<file path="config.mk">
export PLATFORM = sky130hd
export DESIGN_NAME = fifo_rbuf
export DESIGN_NICKNAME = d
export VERILOG_FILES = /design/src/rtl/fifo_pkg.sv /design/src/rtl/fifo_rbuf.sv
export SDC_FILE = /design/constraint.sdc
export NUM_CORES = 1
export LEC_CHECK = 0
export CAP_MARGIN = 20
export CORE_UTILIZATION = 50
export DETAILED_ROUTE_END_ITERATION = 6
export HOLD_SLACK_MARGIN = 0.12
export PLACE_DENSITY = 0.79
export SLEW_MARGIN = 20
export SYNTH_ARGS = -nofsm -noshare
export SYNTH_HDL_FRONTEND = slang
export SYNTH_SLANG_ARGS = --single-unit
</file>
<file path="constraint.sdc">
create_clock -name clk_i -period 5.5 [get_ports clk_i]
set_clock_uncertainty 0.05 [all_clocks]
set_input_delay 1.1 -clock clk_i [delete_from_list [all_inputs] [get_ports clk_i]]
set_output_delay 1.1 -clock clk_i [all_outputs]
set_load 0.03 [all_outputs]
</file>
<file path="src/rtl/fifo_pkg.sv">
`default_nettype none
// ============================================================================
//  Package   : fifo_pkg
//  Purpose   : Shared types and constants for the fifo buffer family.
//  Revision  : 1.0  initial release
// ============================================================================
package fifo_pkg;

    // Occupancy states of the two-entry registered buffer.
    typedef enum logic [1:0] {
        EMPTY = 2'd0,   // nothing held, accepting
        BUSY  = 2'd1,   // one word in data_o, accepting
        FULL  = 2'd2    // data_o and skid both hold a word, not accepting
    } fifo_rbuf_state_e;

    // Number of storage entries in the registered buffer.
    localparam int C_FIFO_RBUF_DEPTH = 2;

endpackage : fifo_pkg
`default_nettype wire

</file>
<file path="src/rtl/fifo_rbuf.sv">
`default_nettype none
// ============================================================================
//  Module    : fifo_rbuf
//  Purpose   : Two-entry registered pipeline buffer. Every output (ack_o,
//              rdy_o, data_o) comes straight from a flop, so both the forward
//              data path and the backward accept path are cut. A skid register
//              absorbs the one word that may arrive while ack_o is still high
//              after the consumer stalls.
//  Revision  : 1.0  initial release
// ============================================================================
module fifo_rbuf
    import fifo_pkg::*;
#(
    parameter int                    DATA_WIDTH = 32,
    parameter logic [DATA_WIDTH-1:0] RST_VAL    = '0
) (
    input  wire logic                  clk_i,
    input  wire logic                  rst_i,
    // upstream
    input  wire logic [DATA_WIDTH-1:0] data_i,
    input  wire logic                  rdy_i,
    output      logic                  ack_o,
    // downstream
    output      logic [DATA_WIDTH-1:0] data_o,
    output      logic                  rdy_o,
    input  wire logic                  ack_i
);

    fifo_rbuf_state_e      state_q;
    logic [DATA_WIDTH-1:0] data_q;
    logic [DATA_WIDTH-1:0] skid_q;
    logic                  rdy_q;
    logic                  ack_q;

    // Handshakes are qualified by the registered outputs only, so no input
    // can propagate to an output within a cycle.
    logic up_xfer;
    logic dn_xfer;

    assign up_xfer = rdy_i & ack_q;
    assign dn_xfer = rdy_q & ack_i;

    // Single FSM: state, storage and registered handshake outputs together.
    // ack_q mirrors (next state != FULL), rdy_q mirrors (next state != EMPTY).
    always_ff @(posedge clk_i) begin
        if (rst_i) begin
            state_q <= EMPTY;
            data_q  <= RST_VAL;
            skid_q  <= RST_VAL;
            rdy_q   <= 1'b0;
            ack_q   <= 1'b1;
        end else begin
            case (state_q)
                EMPTY: begin
                    if (up_xfer) begin
                        state_q <= BUSY;
                        data_q  <= data_i;
                        rdy_q   <= 1'b1;
                        ack_q   <= 1'b1;
                    end
                end
                BUSY: begin
                    if (up_xfer && !dn_xfer) begin
                        // consumer stalled: park the new word, stop accepting
                        state_q <= FULL;
                        skid_q  <= data_i;
                        ack_q   <= 1'b0;
                    end else if (!up_xfer && dn_xfer) begin
                        // data_o keeps its stale value; rdy_o marks it invalid
                        state_q <= EMPTY;
                        rdy_q   <= 1'b0;
                    end else if (up_xfer && dn_xfer) begin
                        data_q  <= data_i;
                    end
                end
                FULL: begin
                    // rdy_i is irrelevant here since ack_o is low
                    if (dn_xfer) begin
                        state_q <= BUSY;
                        data_q  <= skid_q;
                        ack_q   <= 1'b1;
                    end
                end
                default: begin
                    state_q <= EMPTY;
                    rdy_q   <= 1'b0;
                    ack_q   <= 1'b1;
                end
            endcase
        end
    end

    assign ack_o  = ack_q;
    assign rdy_o  = rdy_q;
    assign data_o = data_q;

endmodule : fifo_rbuf
`default_nettype wire

</file>
==> flow_summary.toml <==
[logic_synthesis]
synthCells = 319
seq_area_frac_synth_pct = 46.1
synthDominantCellAreaShare_pct = 46.1
yosysWarnings = 0
synth_area_leaders = "dfxtp_1, a211oi_2, mux2i_1, nand2_1, a21oi_1"
ys.flop_type = "dfxtp_1"
synth_common_cells = "dfxtp_1, nand2_1, a21oi_1, nor3_1, mux2i_1"
ys_ff_latch = 68
syn-num-nets = 358
synthArstFlopShare_pct = 0
synth-edff-count = 0
postSynthAreaPerCell_um2 = 9.25
synth_cell_types = 22
post-synth-top-area-cell = "dfxtp_1"
synth_area_um2 = 2950

[clocking]
clockRootBuffer = "clkbuf_8"
clock_sinks = 68
numCtsBuffers = 9
ctsLongestPathBuffers = 2
cts_hold_buf = 0
htreeDepth = 3
clk_transition_reported_paths_ns = 0.07
clkLatencyLatePin_ns = 0.34
cts_setup_buffers = 0
cts_resized = 0
cts_tree = "yes"

[global_route]
grt_usage_pct = 22.4
grt_start_max_net_pins = 69
grt_pass1_wl_um = 10800
grt_pass1_vias = 2253
antenna_found_initial = 0
overflow = 0

[sta]
hold_violations = 0
holdWs_ns = 0.405
rsz0062_at_grt = "false"
maxSlewViolCount = 0
setup_ws_ns = 2.12
final-setup-viol-count = 0
tightest_slew_ns = 0.929
final.setup.tns_ns = 0
period_share_pct = 61.5
timing.fmax_ghz = 0.296
slew_headroom_pct = 38.1
period_needed_ns = 3.38

[layout]
fillerInstances = 470
area_growth_pct = 29.9
drive_gt1_share_pct = 14.5
antenna_cells = 0
fin_nets = 413
fin_cells = 451

[floorplan]
initial_core_util_pct = 52.6
io_pins = 70
die_h_um = 78.8
die_area_um2 = 6210
die_x_um = 78.8
fp-row-count = 27
coreArea_um2 = 5610

[place]
dp_cells = 435
portBuffers = 69
dp_hpwl_um = 4060
pre_cts_ws_ns = 1.77
globalplace.congestion = 0.778

[critical_path]
regToRegSetupSlack_ns = 2.78
worstPathMaxFanout = 34
crit-reg2reg-launch = "state_q[1]"
regToRegEndpoint = "data_o[9]"
cp_top_family = "simple AND/OR/NAND/NOR gates"
crit_arrival_ns = 3.51
cpMaxStageDelayCell = "or2_2"
worst-r2r-cell-count = 5
crit_type = "input pin to flop"
end_kind = "flop"
startpoint_type = "input pin"
crit_chain = "clkdlybuf4s50_1 -> nor4bb_1 -> o21bai_2 -> buf_4 -> or2_2 -> a211oi_2"
cp_slowest_stage_delay_ns = 0.81
cp.required_ns = 5.63
crit_buf_inv = 2

[pwr]
switching_share_pct = 29.8
clkPwrFrac_pct = 32.7
pwr-share-seq_pct = 43.9
p_leak_nw = 1.56
intPower_mw = 0.895
p_switching_mw = 0.380
power-per-cell-area_nw_per_um2 = 333
combinationalPowerShare_pct = 23.4
irDropWorstVdd_mv = 0.188

[worst_hold_path]
hold_path.startpoint = "skid_q[3]"
holdPathStages = 2
min_to = "skid_q[3]"
hold_path_class = "flop to flop"

[routing]
wl_per_cell_um = 14.8
drc_errors = 0
ant_nets = 0
drtIter0Drc = 115
drt-total-wl_um = 6670
avgViaCountPerCell = 5.34
vias = 2410
first_pass_iters = 4

[run]
maxCapViolCount = 0

[status]
status = "finished, final reports clean"
## per-layer routing
metal	track usage, %	wire, um
met1	28.5	3060
met2	36.7	3130
met3	5.40	397
met4	8.91	87
met5	0	0
## kinds of logic after synthesis
kind of cell	Yosys count	share of synthesized area, %
buf+inv	31	4.96
simple gates	114	16.7
fa+ha+maj	3	1.27
mux	32	10.9
compound gates	71	20.1
flops	68	46.1
## power by group through the flow
stage,sequential (mW),combinational (mW),clock (mW)
floorplan,0.623,0.136,0
global placement,0.570,0.292,0
detailed placement,0.570,0.298,0
CTS,0.560,0.300,0.422
global route,0.564,0.321,0.444
finish,0.560,0.299,0.416
## worst max path at each step
stage	startpoint	to	slack, ns	depth (start not counted)
4_1_cts	rdy_i	data_o[9]	2.11	6
2_1_floorplan	rdy_i	data_o[0]	2.94	10
5_1_grt	rdy_i	data_o[31]	1.96	6
3_5_place_dp	rdy_i	data_o[5]	1.77	6
3_3_place_gp	ack_i	data_o[21]	1.87	8
6_report	rdy_i	data_o[9]	2.12	6
## metrics by stage
stage | util (%) | power, mW | cell area [um^2]
4_1_cts | 68.3 | 1.28 | 3830
2_1_floorplan | - | 0.759 | 2950
3_3_place_gp | 64.6 | 0.862 | 3620
6_report | 68.3 | 1.28 | 3830
5_1_grt | 68.3 | 1.33 | 3830
3_5_place_dp | 64.6 | 0.868 | 3620
## area by class of cell
type | instances | area (um^2) | area share (%)
multi-input cells | 220 | 1460 | 38.0
clock inverters | 4 | 47.5 | 1.24
clock buffers | 12 | 155 | 4.05
inverters | 2 | 7.51 | 0.196
well taps | 72 | 90.1 | 2.35
flip-flops and latches | 68 | 1360 | 35.5
repair buffers | 73 | 716 | 18.7
## worst register-to-register path: stages, from the launching register on
cell and delay (ns):
dfxtp_1 0.51, nand2b_4 0.41, o21bai_2 0.25, buf_4 0.36, or2_2 0.81, a211oi_2 0.17
## registers in the layout, indices dropped and copies added, names as in the netlist
signal   flops
data_o      32
rdy_o        1
skid_q      32
ack_o        1
state_q      2
## placed cells by master, fill, tap and decap left out
master	n
bufinv_16	1
nand2b_1	1
a21oi_1	36
a211oi_2	30
nand2b_4	1
nand2_1	67
nor4bb_1	1
nor2_2	1
clkbuf_8	11
or2_2	1
nor3_1	33
dfxtp_1	68
nor2_1	4
a211oi_1	2
mux2i_1	32
nand2_2	1
buf_4	4
ha_1	3
and3_1	1
nor2b_1	3
o21ai_0	2
clkbuf_1	1
inv_1	2
clkinv_2	2
clkdlybuf4s50_1	68
clkinvlp_4	1
buf_2	1
o21bai_2	1
Power figures use the tool's default switching activity.
